===== src/rtl/ps2_pkg.sv =====
// Shared definitions for the PS/2 scan-code decoder: FSM states and the
// special byte values of the set-2 keyboard protocol.
package ps2_pkg;

    typedef enum logic [2:0] {
        IDLE,
        GOT_E0,
        GOT_F0,
        GOT_E0F0,
        SKIP_E1
    } ps2_state_t;

    localparam logic [7:0] BYTE_E0 = 8'hE0;
    localparam logic [7:0] BYTE_F0 = 8'hF0;
    localparam logic [7:0] BYTE_E1 = 8'hE1;
    localparam logic [7:0] BYTE_FA = 8'hFA;
    localparam logic [7:0] BYTE_AA = 8'hAA;
    localparam logic [7:0] BYTE_EE = 8'hEE;
    localparam logic [7:0] BYTE_FE = 8'hFE;
    localparam logic [7:0] BYTE_00 = 8'h00;
    localparam logic [7:0] BYTE_FF = 8'hFF;

    // Keyboard acknowledge/self-test/echo/resend bytes carry no key information.
    function automatic logic is_ack(input logic [7:0] b);
        return (b == BYTE_FA) || (b == BYTE_AA) || (b == BYTE_EE) || (b == BYTE_FE);
    endfunction

endpackage


===== src/rtl/ps2_scancode_decoder.sv =====
// Turns the PS/2 byte stream into make/break/repeat key events and tracks the
// currently held key; malformed or stalled sequences pulse protocol_error.
module ps2_scancode_decoder
    import ps2_pkg::*;
#(
    parameter int TIMEOUT_CYCLES = 1000000,
    parameter int E1_SKIP_BYTES  = 7
) (
    input  logic       CLOCK_50,
    input  logic       resetn,
    input  logic [7:0] received_data,
    input  logic       received_data_en,
    output logic [7:0] key_code,
    output logic       key_extended,
    output logic       key_break,
    output logic       key_repeat,
    output logic       key_valid,
    output logic [7:0] held_code,
    output logic       held_ext,
    output logic       held_valid,
    output logic       protocol_error
);

    localparam int TW = $clog2(TIMEOUT_CYCLES) + 1;
    localparam int SW = $clog2(E1_SKIP_BYTES) + 1;
    localparam logic [TW-1:0] TIMEOUT_LAST = TW'(TIMEOUT_CYCLES - 1);
    localparam logic [SW-1:0] SKIP_LAST    = SW'(E1_SKIP_BYTES - 1);

    ps2_state_t    state_reg, state_next;
    logic [TW-1:0] tmo_reg, tmo_next;
    logic [SW-1:0] skip_reg, skip_next;
    logic          ev_fire, ev_ext, ev_brk, err_next, held_match;

    always_comb begin
        state_next = state_reg;
        tmo_next   = tmo_reg;
        skip_next  = skip_reg;
        ev_fire    = 1'b0;
        ev_ext     = 1'b0;
        ev_brk     = 1'b0;
        err_next   = 1'b0;
        if (received_data_en) begin
            // Any strobe restarts the idle timer, so a byte always beats expiry.
            tmo_next = '0;
            if (is_ack(received_data)) begin
                state_next = state_reg;
            end else if (received_data == BYTE_00 || received_data == BYTE_FF) begin
                err_next   = 1'b1;
                state_next = IDLE;
                skip_next  = '0;
            end else begin
                case (state_reg)
                    IDLE: begin
                        if (received_data == BYTE_E0) begin
                            state_next = GOT_E0;
                        end else if (received_data == BYTE_F0) begin
                            state_next = GOT_F0;
                        end else if (received_data == BYTE_E1) begin
                            state_next = SKIP_E1;
                            skip_next  = '0;
                        end else begin
                            ev_fire = 1'b1;
                        end
                    end
                    GOT_E0: begin
                        if (received_data == BYTE_F0) begin
                            state_next = GOT_E0F0;
                        end else if (received_data != BYTE_E0) begin
                            ev_fire    = 1'b1;
                            ev_ext     = 1'b1;
                            state_next = IDLE;
                        end
                    end
                    GOT_F0, GOT_E0F0: begin
                        state_next = IDLE;
                        if (received_data == BYTE_F0) begin
                            err_next = 1'b1;
                        end else begin
                            ev_fire = 1'b1;
                            ev_brk  = 1'b1;
                            ev_ext  = (state_reg == GOT_E0F0);
                        end
                    end
                    SKIP_E1: begin
                        if (skip_reg == SKIP_LAST) begin
                            state_next = IDLE;
                            skip_next  = '0;
                        end else begin
                            skip_next = skip_reg + SW'(1);
                        end
                    end
                    default: state_next = IDLE;
                endcase
            end
        end else if (state_reg != IDLE) begin
            if (tmo_reg == TIMEOUT_LAST) begin
                err_next   = 1'b1;
                state_next = IDLE;
                tmo_next   = '0;
                skip_next  = '0;
            end else begin
                tmo_next = tmo_reg + TW'(1);
            end
        end
    end

    assign held_match = held_valid && (held_code == received_data) && (held_ext == ev_ext);

    always_ff @(posedge CLOCK_50 or negedge resetn) begin
        if (!resetn) begin
            state_reg      <= IDLE;
            tmo_reg        <= '0;
            skip_reg       <= '0;
            key_code       <= '0;
            key_extended   <= 1'b0;
            key_break      <= 1'b0;
            key_repeat     <= 1'b0;
            key_valid      <= 1'b0;
            held_code      <= '0;
            held_ext       <= 1'b0;
            held_valid     <= 1'b0;
            protocol_error <= 1'b0;
        end else begin
            state_reg      <= state_next;
            tmo_reg        <= tmo_next;
            skip_reg       <= skip_next;
            key_valid      <= ev_fire;
            protocol_error <= err_next;
            if (ev_fire) begin
                key_code     <= received_data;
                key_extended <= ev_ext;
                key_break    <= ev_brk;
                key_repeat   <= !ev_brk && held_match;
                if (!ev_brk) begin
                    held_code  <= received_data;
                    held_ext   <= ev_ext;
                    held_valid <= 1'b1;
                end else if (held_match) begin
                    held_valid <= 1'b0;
                end
            end
        end
    end

endmodule


===== config.mk =====
export PLATFORM = sky130hd
export DESIGN_NAME = ps2_scancode_decoder
export DESIGN_NICKNAME = d
export VERILOG_FILES = /design/src/rtl/ps2_pkg.sv /design/src/rtl/ps2_scancode_decoder.sv
export SDC_FILE = /design/constraint.sdc
export NUM_CORES = 1
export LEC_CHECK = 0
export ABC_CLOCK_PERIOD_IN_PS = 2800
export CORE_MARGIN = 10
export CORE_UTILIZATION = 40
export CTS_BUF_LIST = sky130_fd_sc_hd__clkbuf_16
export DETAILED_ROUTE_END_ITERATION = 16
export PLACE_DENSITY = 0.63
export SYNTH_ARGS = -nofsm -noshare
export SYNTH_HDL_FRONTEND = slang
export SYNTH_SLANG_ARGS = --single-unit

===== constraint.sdc =====
create_clock -name CLOCK_50 -period 2.8 [get_ports CLOCK_50]
set_input_delay 0.56 -clock CLOCK_50 [delete_from_list [all_inputs] [get_ports CLOCK_50]]
set_output_delay 0.56 -clock CLOCK_50 [all_outputs]
set_load 0.05 [all_outputs]

# --- Word level (Yosys, flattened, before mapping) ---
# Index checks and enable logic that the tools add are counted.
# W data, S select, Z words.
word_totals:
  wordCells: 112
  regBits: 51
classes:
  mux: 53
  n_reduce_logical: 18
  n_eq_ne: 26
  n_bitwise: 1
  add_sub_neg: 2
op_table:
  columns: ["operator", "count"]
  rows:
  - ["$eq A8 B8 Y1 const B", 8]
  - ["$mux W21", 3]
  - ["$mux W4", 9]
  - ["$mux W3", 11]
  - ["$mux W1", 26]
  - ["$add A21 B1 Y21 const B", 1]
  - ["$eq A21 B20 Y1 const B", 1]
  - ["$ne A4 B4 Y1 const B", 4]
  - ["$pmux W3 S3", 1]
  - ["$eq A8 B8 Y1", 1]
  - ["$logic_not A8 Y1", 1]
  - ["$ne A8 B8 Y1 const B", 1]
  - ["$pmux W4 S2", 1]
  - ["$reduce_and A7 Y1", 1]
  - ["$eq A3 B2 Y1 const B", 2]
  - ["$ne A6 B6 Y1 const B", 1]
  - ["$reduce_and A6 Y1", 1]
  - ["$ne A5 B5 Y1 const B", 1]
  - ["$add A4 B1 Y4 const B", 1]
  - ["$eq A4 B3 Y1 const B", 1]
  - ["$logic_or A1 B1 Y1", 4]
  - ["$ne A4 B1 Y1 const B", 1]
  - ["$reduce_and A2 Y1", 2]
  - ["$reduce_bool A2 Y1", 2]
  - ["13 further kinds", 15]

# --- Logic depth before layout (Yosys ltp) ---
# Gate-level depths: netlist of the first run.
logic_depth:
  word_depth: 11
  mapped_depth: 9

# --- Least setup slack after synthesis of the first run ---
# Ideal clock, no wire load.
synth_timing:
  kind: "in2reg"
  startpoint: "input port received_data[2]"
  endpoint: "register held_code[0]"
  required_ps: 2675
  path_slack_ps: 428
  t_arrival_ps: 2247
  stages: 9
  path_buffers: 3
  setup_time_ps: 125
  cell_sequence: "buf_2 -> nor4_2 -> nand2_1 -> nand4b_1 -> or3_1 -> buf_2 -> nand2b_4 -> buf_6 -> mux2_4"
synth_between:
  elab_chain_len: 9
synth_rtl:
  columns: ["item", "line_no", "source"]
  rows:
  - ["start: declaration", "ps2_scancode_decoder.sv:11", "input logic [7:0] received_data,"]
  - ["$eq A8 B8 Y1", "ps2_scancode_decoder.sv:58", "end else if (received_data == BYTE_E1) begin"]
  - ["$mux W1", "ps2_scancode_decoder.sv:58", null]
  - ["$mux W1", "ps2_scancode_decoder.sv:56", "end else if (received_data == BYTE_F0) begin"]
  - ["$mux W1", "ps2_scancode_decoder.sv:54", "if (received_data == BYTE_E0) begin"]
  - ["$pmux W1 S3", "ps2_scancode_decoder.sv:52", "case (state_reg)"]
  - ["$mux W1", "ps2_scancode_decoder.sv:47", "end else if (received_data == BYTE_00 || received_data == BYTE_FF) begin"]
  - ["$mux W1", "ps2_scancode_decoder.sv:45", "if (is_ack(received_data)) begin"]
  - ["$mux W1", "ps2_scancode_decoder.sv:42", "if (received_data_en) begin"]
  - ["$reduce_and A2 Y1 (no line) *", null, null]
  - ["end signal: assignment", "ps2_scancode_decoder.sv:135", "held_code <= received_data;"]
  - ["end: declaration", "ps2_scancode_decoder.sv:18", "output logic [7:0] held_code,"]
# Every way passes the cells marked *; elsewhere a longest branch is shown, timed or not.
# A chain may end at the register's enable or synchronous reset.

# --- Final worst setup path of the first run ---
layout_timing:
  startpoint: "input port received_data[6]"
  endpoint: "register held_valid"
layout_between:
  elab_chain_len: 11
layout_rtl:
  columns: ["item", "line_no", "source"]
  rows:
  - ["$ne A8 B8 Y1", "ps2_scancode_decoder.sv:68", "end else if (received_data != BYTE_E0) begin"]
  - ["$mux W1", "ps2_scancode_decoder.sv:68", null]
  - ["$mux W1", "ps2_scancode_decoder.sv:66", "if (received_data == BYTE_F0) begin"]
  - ["$pmux W1 S2", "ps2_scancode_decoder.sv:52", null]
  - ["$mux W1", "ps2_scancode_decoder.sv:47", null]
  - ["$mux W1", "ps2_scancode_decoder.sv:45", null]
  - ["$mux W1", "ps2_scancode_decoder.sv:42", null]
  - ["$eq A1 B1 Y1", "ps2_scancode_decoder.sv:107", "assign held_match = held_valid && (held_code == received_data) && (held_ext == ev_ext);"]
  - ["$logic_and A1 B1 Y1", "ps2_scancode_decoder.sv:107", null]
  - ["$ne A2 B1 Y1 (no line)", null, null]
  - ["$reduce_and A2 Y1 (no line)", null, null]
  - ["end signal: assignment", "ps2_scancode_decoder.sv:121", "held_valid <= 1'b0;"]
  - ["end signal: assignment", "ps2_scancode_decoder.sv:137", "held_valid <= 1'b1;"]
  - ["end signal: assignment", "ps2_scancode_decoder.sv:139", "held_valid <= 1'b0;"]
  - ["end: declaration", "ps2_scancode_decoder.sv:20", "output logic held_valid,"]
# Parallel ways exist; a longest one is shown, timed or not.

==> flow_metrics.tcl, run 1 <==
set metrics [dict create \
    grt_max_degree 28 \
    netlist_area_um2 2750 \
    worstMarginPinSlew_ns 0.593 \
    finalMaxSlewViolations 0 \
    drt_iter0_drc 61 \
    power.share.switching_pct 37.2 \
    num_rows 30 \
    finalPower_uw 3100 \
    synth-edff-count 0 \
    p_int_uw 1950 \
    clk_path_buf_depth 2 \
    finalSetupViolCount 0 \
    ys.flop_type "dfrtp_1" \
    synth.distinct_cells 49 \
    multi_input_comb_area_um2 1400 \
    p_sw_uw 1160 \
    fin_skew_ns 0.00572 \
    worstSkewPairLatency_ns 0.29 \
    die_w_um 103 \
    worstSetupStartpoint "received_data[6]" \
    n_antenna_cell 0 \
    cts_setup_buffers 0 \
    critPathLaunchType "input pin" \
    grt.total_usage_pct 12.1 \
    drive_above_1_share_pct 20.1 \
    end_kind "register" \
    syn_area_per_cell_um2 10.5 \
    viasPerCell 5.36 \
    fillers 604 \
    ff_latch_area_um2 1280 \
    min_path_type "in2async" \
    leakage_uw 0.00152 \
    die_area_um2 10600 \
    path_max_fanout 7 \
    grt_pass1_wl_um 10400 \
    yosysSeqAreaShare_pct 46.4 \
    synth-warning-count 0 \
    combPwrFrac_pct 41.8 \
    cp_data_required_time_ns 2.96 \
    max_freq_ghz 0.406 \
    gp_congestion 0.881 \
    fin_setup_tns_ns 0 \
    pwr_density_cell_nw_per_um2 902 \
    hpwl_um 4530 \
    finalWorstSetupSlack_ns 0.338 \
    hold_buffers 0 \
    worstSetupPathType "in2reg" \
    relSlewSlack_pct 60.5 \
    dp_slack_ns 0.0417 \
    start_util_pct 40.7 \
    placed_area_um2 3250 \
    grt_pass1_vias 2110 \
    r2r-start "tmo_reg[8]" \
    share_seq_of_total_power_pct 33.1 \
    antenna_found_initial 0 \
    cts-root-buf "clkbuf_16" \
    core_um2 6760 \
    finalNetCount 321 \
    rsz0062_at_grt "false" \
    grt_overflow 0 \
    p_clk_share_pct 25.0 \
    period_share_pct 87.9 \
    drc 0 \
    async_flop_share_pct 100 \
    die_h_um 103 \
    status "completed" \
    drt_first_pass_iters 4 \
    clock_sinks 51 \
    h-tree-depth 2 \
    syn_nets 276 \
    wirelength_um 5920 \
    ys_ff_latch 51 \
    cts_resized 0 \
    cp.arrival_ns 2.62 \
    synthCells 262 \
    peakVddDrop_uv 692 \
    path_clk_slew_ns 0.07 \
    numCtsBuffers 5 \
    vias 2078 \
    cts_tree "done" \
    area.growth.synth_to_final_pct 25.1 \
    ant_nets 0 \
    maxCapViolCount 0 \
    wire_per_inst_um 15.3 \
    largest_reg_flops 21 \
    min_period_ns 2.46 \
    ios 34 \
    finalHoldViolCount 0 \
    io_buffers 33 \
    fin_area_um2 3440 \
]
## synth_stat cells, drive strengths merged (5+ instances only)
library cell / n / share of area, %
nor4: 6 / 1.6
xor2: 17 / 5.4
xnor2: 7 / 2.2
dfrtp: 51 / 46
and3: 5 / 1.1
buf: 9 / 1.9
nor3: 6 / 1.5
o21ai: 15 / 2.9
inv: 5 / 0.68
nand3: 10 / 1.8
nor2: 28 / 3.8
nand2: 22 / 3.0
mux2: 21 / 10
nand4: 9 / 2.0
## cell type report
type | count | share of cell area, %
multi-input cells | 195 | 40.6
flip-flops and latches | 51 | 37.1
repair buffers | 49 | 13.3
clock buffers | 5 | 3.63
well taps | 80 | 2.91
clock inverters | 3 | 1.96
inverters | 5 | 0.545
## critical path, stage by stage
cell,delay [ns]
clkdlybuf4s50_1,0.52
and3_1,0.29
a31oi_1,0.19
nor3_1,0.07
or3_1,0.41
buf_4,0.19
a2111oi_2,0.26
o21ai_0,0.13
## cell usage in the layout (no fill, tap or decap), types with 3 or more instances in the layout
cell type	netlist	layout
dfrtp_1	51	51
clkdlybuf4s50_1	0	32
nor2_1	28	28
nand2_1	22	22
xor2_1	17	17
buf_4	0	15
o21ai_0	13	13
mux2_2	11	11
nand3_1	10	10
mux2_4	10	10
nand4_1	9	9
xnor2_1	7	7
inv_1	5	5
and3_1	5	5
nor3_1	5	5
nor4_1	5	5
clkbuf_16	0	5
a31oi_1	4	4
a22o_1	4	4
nor2b_1	3	3
nand2b_1	3	3
a21o_1	3	3
ha_1	3	3
## per-layer routing
layer  vias to the layer above  track usage [%]  routed length [um]
li1                       1029                -                   -
met1                      1007             15.3                2770
met2                        35             20.1                2860
met3                         7             2.55                 198
met4                         0             3.96                  96
met5                         -                0                   0
## path summary, 6_finish.rpt
path                       cells after the start  slack, ns      endpoint
setup / recovery                               8       0.34    held_valid
hold / removal                                 1       0.27  key_extended
setup reg to reg                               5       0.36   skip_reg[1]
hold reg to reg                                1       0.49   tmo_reg[20]
max in group asynchronous                      2       1.97  state_reg[0]
min in group CLOCK_50                          1       0.49   tmo_reg[20]
## logic make-up after synthesis
family	Yosys count	share of synthesized area [%]
fa+ha+maj	3	1.36
xor+xnor	24	7.64
compound gates	37	9.91
simple gates	110	21.9
flops	51	46.4
mux	21	9.96
buf+inv	16	2.82
## power groups by stage
stage               Clock, uW  Combinational [uW]  Sequential [uW]
floorplan                   0                 471             1460
global placement            0                1310             1040
detailed placement          0                1310             1040
CTS                       794                1320             1030
global route              830                1380             1050
finish                    777                1300             1030
## through the flow
stage / instances / util, % / hold slack (ns)
2_1_floorplan: 262 / - / 0.264
3_3_place_gp: 380 / 48.1 / 0.462
3_5_place_dp: 380 / 48.1 / 0.475
4_1_cts: 388 / 51.0 / 0.299
5_1_grt: 388 / 51.0 / 0.307
6_report: 388 / 51.0 / 0.272
(Power assumes the default switching activity.)
==> run 2: changes to the inputs <==
--- a/config.mk
+++ b/config.mk
@@ -10,7 +10,9 @@
 export CORE_UTILIZATION = 40
 export CTS_BUF_LIST = sky130_fd_sc_hd__clkbuf_16
 export DETAILED_ROUTE_END_ITERATION = 16
+export GPL_TIMING_DRIVEN = 0
 export PLACE_DENSITY = 0.63
+export SLEW_MARGIN = 25
 export SYNTH_ARGS = -nofsm -noshare
 export SYNTH_HDL_FRONTEND = slang
 export SYNTH_SLANG_ARGS = --single-unit
==> run 2 against run 1 <==
Compared with the run above:
- sequential share of layout area up 1.1 points
- critical path depth up 2
- combinational power about the same
- cell count down 1.8%
- fmax down 8.6%
- sequential power about the same
- flip-flop and latch count unchanged
- first-iteration DRC count up 38%
- critical endpoint is now held_code[4]
- largest cell class unchanged
- highest routed layer unchanged
==> flow_metrics.tcl, run 2 (synthesized netlist as in run 1, its figures left out) <==
set metrics [dict create \
    critPathLaunchType "input pin" \
    fin_skew_ns 0.00970 \
    clk_path_buf_depth 2 \
    path_delay_family "buffers and inverters" \
    fillers 640 \
    max_freq_ghz 0.371 \
    hpwl_um 4320 \
    peakVddDrop_uv 797 \
    start_util_pct 40.7 \
    fin_setup_tns_ns 0 \
    drt_first_pass_iters 4 \
    die_w_um 103 \
    grt_overflow 0 \
    gp_congestion 0.816 \
    vias 2062 \
    n_antenna_cell 0 \
    cts_tree "done" \
    min_path_type "in2async" \
    worstRegToRegCells 5 \
    crit_path_cell_trace "clkdlybuf4s50_1 > and3_1 > buf_2 > nand3_1 > nand4b_1 > or3_1 > buf_2 > nand2b_4 > buf_6 > mux2_4" \
    area.growth.synth_to_final_pct 21.5 \
    antenna_found_initial 0 \
    finalMaxSlewViolations 0 \
    finalHoldViolCount 0 \
    core_um2 6760 \
    worstSkewPairLatency_ns 0.29 \
    path_buf_inv 4 \
    final_cell_mix "dfrtp_1 (51), nor2_1 (28), clkdlybuf4s50_1 (26)" \
    viasPerCell 5.41 \
    min_period_ns 2.69 \
    finalNetCount 314 \
    cp_data_required_time_ns 2.97 \
    cts-root-buf "clkbuf_16" \
    worstMarginPinSlew_ns 0.650 \
    fin_cells 381 \
    end_kind "register" \
    period_share_pct 96.2 \
    h-tree-depth 2 \
    relSlewSlack_pct 56.6 \
    pwr_density_cell_nw_per_um2 928 \
    rsz0062_at_grt "false" \
    worstSetupPathType "in2reg" \
    cpPeakStageDelay_ns 0.53 \
    num_rows 30 \
    path_max_fanout 10 \
    path_clk_slew_ns 0.07 \
    dp.cells 371 \
    wirelength_um 5970 \
    finalWorstSetupSlack_ns 0.107 \
    crit_top_cell "buf_2" \
    critPathSlowestCell "clkdlybuf4s50_1" \
    clock_sinks 51 \
    drc 0 \
    grt_pass1_vias 2086 \
    final_util_pct 49.5 \
    die_area_um2 10600 \
    io_buffers 29 \
    numCtsBuffers 5 \
    layout_commonest_cell "dfrtp_1" \
    hold_buffers 0 \
    die_h_um 103 \
    largest_reg_flops 21 \
    cp.arrival_ns 2.87 \
    ant_nets 0 \
    status "completed" \
    drt_iter0_drc 84 \
    drive_above_1_share_pct 18.9 \
    wire_per_inst_um 15.7 \
    finalSetupViolCount 0 \
    ios 34 \
    maxCapViolCount 0 \
    grt_max_degree 52 \
    dp_slack_ns -0.321 \
    cp_num_cells 10 \
    leakage_uw 0.00148 \
    grt.total_usage_pct 12.3 \
    grt_pass1_wl_um 10300 \
]
==> run 2: cell count changes in the layout (fill, tap and decap cells not counted), moves of 2 or more <==
cell / delta
clkdlybuf4s50_1: -6
dlygate4sd2_1: +2
buf_4: -12
buf_2: +7
==> run 2: metrics by stage <==
step | hold WS, ns | cell area [um2] | power, uW
CTS | 0.326 | 3330 | 3120
global route | 0.351 | 3340 | 3250
finish | 0.297 | 3340 | 3100
global placement | 0.462 | 3140 | 2320
floorplan | 0.264 | 2750 | 1930
detailed placement | 0.479 | 3140 | 2340
==> run 2: final cells by class <==
cell class	count	area, um2	area share, %
Multi-Input combinational cell	195	1400	41.8
Sequential cell	51	1280	38.2
Timing Repair Buffer	31	300	8.99
Clock buffer	5	125	3.74
Tap cell	80	100	3.00
Clock inverter	3	63.8	1.91
Buffer	11	60.1	1.80
Inverter	5	18.8	0.562
==> run 2: per-layer routing <==
metal / vias up / track usage (%) / routed length (um)
li1: 1010 / - / -
met1: 1011 / 15.2 / 2690
met5: - / 0 / 0
met2: 35 / 20.5 / 2980
met4: 0 / 4.81 / 77
met3: 6 / 2.61 / 226
==> run 2: timing repair <==
action                     4_1_cts  5_1_grt
setup endpoints to repair        9       15
resized for setup                2        2
setup buffers                    0        2
hold endpoints to repair         0        0
==> run 2: worst register-to-register path, delay by kind of cell (launching register included) <==
kind	cells	cell delay (ns)
compound gates	1	0.22
flops	1	0.45
mux	1	0.33
simple gates	3	1.32
==> run 2: worst paths after layout <==
kind | from | endpoint | slack [ns]
setup / recovery | received_data[5] | held_code[4] | 0.11
min in group CLOCK_50 | tmo_reg[20] | tmo_reg[20] | 0.48
max in group asynchronous | resetn | state_reg[1] | 2.07
hold / removal | resetn | key_extended | 0.30
setup reg to reg | tmo_reg[6] | skip_reg[0] | 0.36
hold reg to reg | tmo_reg[20] | tmo_reg[20] | 0.48
==> run 2: where the power goes <==
part	total, uW	leakage, uW	switching (uW)	internal [uW]
Combinational	1290	0.000715	763	531
Sequential	1030	0.000668	135	893
Clock	780	0.0000952	271	509
Total	3100	0.00148	1170	1930
